`src/rtl/fpu_pack.sv`:
```
// IEEE-754 result packer: normalizes an unpacked sign/exponent/mantissa one bit per cycle,
// rounds to nearest-even and emits a packed word behind valid/ready handshakes.
module fpu_pack #(
  parameter int unsigned bitness    = 64,
  parameter int unsigned exp_width  = 11,
  parameter int unsigned frac_width = 52
) (
  input  logic                        clk,
  input  logic                        rst_n,
  input  logic                        in_valid,
  output logic                        in_ready,
  input  logic                        in_sign,
  input  logic signed [exp_width+1:0] in_exp,
  input  logic [frac_width+3:0]       in_mant,
  input  logic                        in_nan,
  input  logic                        in_inf,
  input  logic                        in_zero,
  output logic                        out_valid,
  input  logic                        out_ready,
  output logic [bitness-1:0]          result,
  output logic                        overflow,
  output logic                        underflow,
  output logic                        inexact
);

  localparam int unsigned M  = frac_width + 4;
  localparam int unsigned EW = exp_width + 2;
  localparam int CollapseLim = -(int'(frac_width) + 2);
  localparam int MaxExpInt   = (1 << exp_width) - 1;

  localparam logic signed [EW-1:0] ExpOne      = EW'(1);
  localparam logic signed [EW-1:0] ExpCollapse = EW'(CollapseLim);
  localparam logic signed [EW-1:0] ExpMax      = EW'(MaxExpInt);

  typedef enum logic [1:0] {StIdle, StNorm, StRound, StDone} state_e;

  state_e                state_q, state_d;
  logic                  sign_q, sign_d;
  logic signed [EW-1:0]  exp_q, exp_d;
  logic [M-1:0]          mant_q, mant_d;
  logic [bitness-1:0]    result_q, result_d;
  logic                  ovf_q, ovf_d;
  logic                  unf_q, unf_d;
  logic                  inx_q, inx_d;

  logic                  round_up;
  logic                  rnd_inexact;
  logic [M-1:0]          rnd_sum;
  logic [M-1:0]          rnd_mant;
  logic signed [EW-1:0]  rnd_exp;
  logic [exp_width-1:0]  exp_field;

  always_comb begin
    state_d     = state_q;
    sign_d      = sign_q;
    exp_d       = exp_q;
    mant_d      = mant_q;
    result_d    = result_q;
    ovf_d       = ovf_q;
    unf_d       = unf_q;
    inx_d       = inx_q;
    round_up    = 1'b0;
    rnd_inexact = 1'b0;
    rnd_sum     = mant_q;
    rnd_mant    = mant_q;
    rnd_exp     = exp_q;
    exp_field   = '0;

    unique case (state_q)
      StIdle: begin
        if (in_valid) begin
          sign_d = in_sign;
          exp_d  = in_exp;
          mant_d = in_mant;
          ovf_d  = 1'b0;
          unf_d  = 1'b0;
          inx_d  = 1'b0;
          if (in_nan) begin
            result_d = {1'b0, {exp_width{1'b1}}, 1'b1, {(frac_width-1){1'b0}}};
            state_d  = StDone;
          end else if (in_inf) begin
            result_d = {in_sign, {exp_width{1'b1}}, {frac_width{1'b0}}};
            state_d  = StDone;
          end else if (in_zero || (in_mant == '0)) begin
            result_d = {in_sign, {(bitness-1){1'b0}}};
            state_d  = StDone;
          end else begin
            state_d = StNorm;
          end
        end
      end

      StNorm: begin
        if (mant_q[M-1]) begin
          mant_d = {1'b0, mant_q[M-1:2], mant_q[1] | mant_q[0]};
          exp_d  = exp_q + ExpOne;
        end else if (exp_q < ExpCollapse) begin
          // Too far below the subnormal range: only the sticky information survives.
          mant_d = {{(M-1){1'b0}}, |mant_q};
          exp_d  = ExpOne;
        end else if (exp_q < ExpOne) begin
          mant_d = {1'b0, mant_q[M-1:2], mant_q[1] | mant_q[0]};
          exp_d  = exp_q + ExpOne;
        end else if (!mant_q[M-2] && (exp_q > ExpOne)) begin
          mant_d = {mant_q[M-2:0], 1'b0};
          exp_d  = exp_q - ExpOne;
        end else begin
          state_d = StRound;
        end
      end

      StRound: begin
        round_up    = mant_q[1] & (mant_q[0] | mant_q[2]);
        rnd_inexact = mant_q[1] | mant_q[0];
        rnd_sum     = mant_q + {{(M-3){1'b0}}, round_up, 2'b00};
        if (rnd_sum[M-1]) begin
          rnd_mant = {1'b0, rnd_sum[M-1:2], rnd_sum[1] | rnd_sum[0]};
          rnd_exp  = exp_q + ExpOne;
        end else begin
          rnd_mant = rnd_sum;
          rnd_exp  = exp_q;
        end
        // A subnormal that rounds up into the hidden bit becomes the smallest normal.
        exp_field = rnd_mant[M-2] ? rnd_exp[exp_width-1:0] : '0;
        unf_d     = rnd_inexact & ~mant_q[M-2];
        if (rnd_exp >= ExpMax) begin
          result_d = {sign_q, {exp_width{1'b1}}, {frac_width{1'b0}}};
          ovf_d    = 1'b1;
          inx_d    = 1'b1;
        end else begin
          result_d = {sign_q, exp_field, rnd_mant[M-3:2]};
          ovf_d    = 1'b0;
          inx_d    = rnd_inexact;
        end
        mant_d  = rnd_mant;
        exp_d   = rnd_exp;
        state_d = StDone;
      end

      StDone: begin
        if (out_ready) begin
          state_d = StIdle;
        end
      end

      default: state_d = StIdle;
    endcase
  end

  always_ff @(posedge clk or negedge rst_n) begin
    if (!rst_n) begin
      state_q  <= StIdle;
      sign_q   <= 1'b0;
      exp_q    <= '0;
      mant_q   <= '0;
      result_q <= '0;
      ovf_q    <= 1'b0;
      unf_q    <= 1'b0;
      inx_q    <= 1'b0;
    end else begin
      state_q  <= state_d;
      sign_q   <= sign_d;
      exp_q    <= exp_d;
      mant_q   <= mant_d;
      result_q <= result_d;
      ovf_q    <= ovf_d;
      unf_q    <= unf_d;
      inx_q    <= inx_d;
    end
  end

  assign in_ready  = (state_q == StIdle);
  assign out_valid = (state_q == StDone);
  assign result    = result_q;
  assign overflow  = ovf_q;
  assign underflow = unf_q;
  assign inexact   = inx_q;

endmodule
```
`config.mk`:
```
export PLATFORM = sky130hd
export DESIGN_NAME = fpu_pack
export DESIGN_NICKNAME = d
export VERILOG_FILES = /design/src/rtl/fpu_pack.sv
export SDC_FILE = /design/constraint.sdc
export NUM_CORES = 1
export LEC_CHECK = 0
export ABC_AREA = 1
export CELL_PAD_IN_SITES_DETAIL_PLACEMENT = 0
export CELL_PAD_IN_SITES_GLOBAL_PLACEMENT = 1
export CORE_MARGIN = 5
export CORE_UTILIZATION = 43
export DETAILED_ROUTE_END_ITERATION = 8
export MAX_ROUTING_LAYER = met4
export PLACE_DENSITY = 0.89
export SETUP_SLACK_MARGIN = 0.15
export SYNTH_ARGS = -nofsm -noshare
export SYNTH_HDL_FRONTEND = slang
export SYNTH_SLANG_ARGS = --single-unit
```
`constraint.sdc`:
```
create_clock -name clk -period 7.2 [get_ports clk]
set_input_delay 1.44 -clock clk [delete_from_list [all_inputs] [get_ports clk]]
set_output_delay 1.44 -clock clk [all_outputs]
set_load 0.05 [all_outputs]
```
==> results.yml <==
routing:
  drc: 0
  ant_nets: 0
  vias: 11000
  wl_per_cell_um: 20.8
  dr.pass1.iters: 7
  vias_per_cell: 5.81
  routed_wl_um: 39300
  drt_iter0_drc: 887
setup_path:
  end_kind: "flop"
  reg2reg_slack_ns: 2.84
  crit_path_max_fanout: 48
  cp.required_ns: 7.52
  r2r_cells: 16
  r2r_end: "mant_q[1]"
  path_cells: "clkdlybuf4s50_1 > nor4_1 > nand4_1 > nor2_1 > nand4_1 > nand2_1 > nand2_1 > nand2_1 > nand2_2 > o21ai_0"
  cp_num_buf_inv: 1
  critPathMaxStageDelay_ns: 0.90
  cp_slowest_cell: "nor4_1"
  criticalPathCategory: "primary input to flop"
  critPathTopFamily: "simple AND/OR/NAND/NOR gates"
  cpMostUsedCell: "nand2_1"
  arrival_ns: 5.09
  cp-start-kind: "primary input"
  worstSetupPathDepth: 10
  r2r-start: "exp_q[0]"
power_and_ir_drop:
  vdd_drop_max_mv: 0.495
  power_uw: 6750
  leakagePower_uw: 0.00514
  power_density_nw_per_um2: 548
flow_run:
  cap_violations: 0
floorplanning:
  rows: 56
  die_y_um: 164
  fp.dieArea_um2: 26900
  die_x_um: 164
  core_area_um2: 23400
  initial_utilization_pct: 43.6
  ioPinCount: 146
clock_tree:
  postCtsSetupBuffers: 0
  cts.path.max_buffers: 2
  numCtsBuffers: 17
  cts.reportedPaths.clkPinSlew_ns: 0.07
  root_buffer: "clkbuf_16"
  cts_htree_levels: 4
  cts_tree: "built"
  cts_hold_buf: 0
  cts-resized-gates: 0
  clkSinkCount: 139
  clk_latency_ns: 0.44
timing:
  setup_tns_ns: 0
  finalHoldViolCount: 0
  fin_crit_sh_pct: 66.2
  worstMarginPinSlew_ns: 1.12
  max_slew_margin_pct: 25.6
  finalSetupViolations: 0
  hold_slack_ns: 0.480
  fin_skew_ns: 0.0106
  rsz0062_at_grt: "false"
  fin_crit_ns: 4.77
  setup_ws_ns: 2.43
  fmax_ghz: 0.210
  slew_violations: 0
logic_synthesis:
  syn_nets: 1555
  async_reset_ff_share_pct: 100
  synthTopCellsByArea: "dfrtp_1 (34%), nand2_1 (12%), o21ai_0 (5.7%)"
  synth-edff-count: 0
  yosysMostFrequentCell: "nand2_1"
  ys_ff_latch: 139
  syn-cell-area_um2: 10200
  yosysWarningCount: 0
  seq_area_frac_synth_pct: 34.1
  synth_cells: 1470
  synth_top_flop_cell: "dfrtp_1"
  synthTopCellsByCount: "nand2_1 (320), nor2_1 (145), dfrtp_1 (139)"
  yosysTopAreaCell: "dfrtp_1"
  synth.top_cell.area_share_pct: 34.1
  syn_area_per_cell_um2: 6.94
  yosysUniqueCellTypes: 42
layout:
  area_growth_pct: 20.8
  fin_util_pct: 52.6
  layout-drive-gt1-share_pct: 6.40
  antenna_cells: 0
  layout.nets: 1649
  fill_cells: 2377
global_route:
  overflow: 0
  grt_max_degree: 74
  grt_usage_pct: 30.0
  grt_pass1_wl_um: 60700
  antenna_found_initial: 0
  grt_pass1_vias: 10600
hold_path:
  whs_endpoint: "result[29]"
  hold_class: "flop to flop"
  hp-start: "result[29]"
  holdPathStages: 2
place:
  place_congestion: 0.974
  port_buffers: 145
  place_hpwl_um: 28900
  place_ws_ns: 1.95
run_status:
  status: "completed"
==> worst register-to-register path: cells and delay by family, from the launching register on <==
kind | cells | cell delay (ns)
AND/OR/NAND/NOR | 10 | 1.95
buffers and inverters | 4 | 1.62
flip-flops | 1 | 0.49
AO/OA/AOI/OAI | 2 | 0.22
==> power by group <==
group / switching (uW) / leakage (uW) / internal [uW]
clock: 396 / 0.000267 / 459
combinational: 3060 / 0.00311 / 1340
sequential: 352 / 0.00176 / 1150
total: 3810 / 0.00514 / 2940
==> logic make-up (layout without fill, tap and decap cells) <==
family                   Yosys count  in the layout  synth area share, %
XOR/XNOR                          59             59                 5.07
buffers and inverters            222            329                 8.90
AO/OA/AOI/OAI                    373            373                 22.2
adder cells (fa/ha/maj)            8              8                0.982
flip-flops                       139            139                 34.1
AND/OR/NAND/NOR                  669            669                 28.8
==> cells in the final DEF (no fill, tap or decap), types with 26 or more instances in the layout <==
cell type,Yosys,routed
dfrtp_1,139,139
o211ai_1,44,44
nand3_1,93,93
nor3_1,30,30
o21ai_0,116,116
a21oi_1,68,68
nor2_1,145,145
clkdlybuf4s50_1,0,144
xor2_1,57,57
inv_1,138,138
nand4_1,26,26
nand2_1,320,320
o22ai_1,74,74
==> stage by stage <==
step                std cells  area, um^2
finish                   1896       12300
global route             1896       12300
CTS                      1896       12300
detailed placement       1864       11800
global placement         1864       11800
floorplan                1470       10200
==> worst max-delay path by stage <==
stage                 from         end  slack, ns
2_1_floorplan  in_mant[40]  result[53]       4.30
3_3_place_gp    in_mant[9]  result[22]       2.08
3_5_place_dp    in_mant[9]  result[19]       1.95
4_1_cts         in_mant[9]  result[19]       2.38
5_1_grt         in_mant[9]  result[35]       2.03
6_report        in_mant[9]  result[19]       2.43
==> cell type report <==
cell class / instances / area (um^2) / share of cell area [%]
clock buffer: 19 / 443 / 3.60
tap: 319 / 399 / 3.24
timing repair buffer: 155 / 1530 / 12.4
multi-input combinational: 1109 / 5830 / 47.3
clock inverter: 13 / 110 / 0.894
inverter: 142 / 533 / 4.33
sequential: 139 / 3480 / 28.2
==> routing by layer <==
metal,GRT usage (%),routed length (um),up-vias,part of all wire (%)
li1,-,-,5201,-
met1,38.4,16300,5211,41
met2,46.0,18100,501,46
met3,5.87,3020,95,7.7
met4,14.2,1920,0,4.9
met5,-,0,-,0
==> registers in the layout, indices dropped and copies added, names as in the netlist <==
register / count
result: 64
mant_q: 56
exp_q: 13
state_q: 2
inexact: 1
overflow: 1
sign_q: 1
underflow: 1
(Power assumes the default switching activity.)
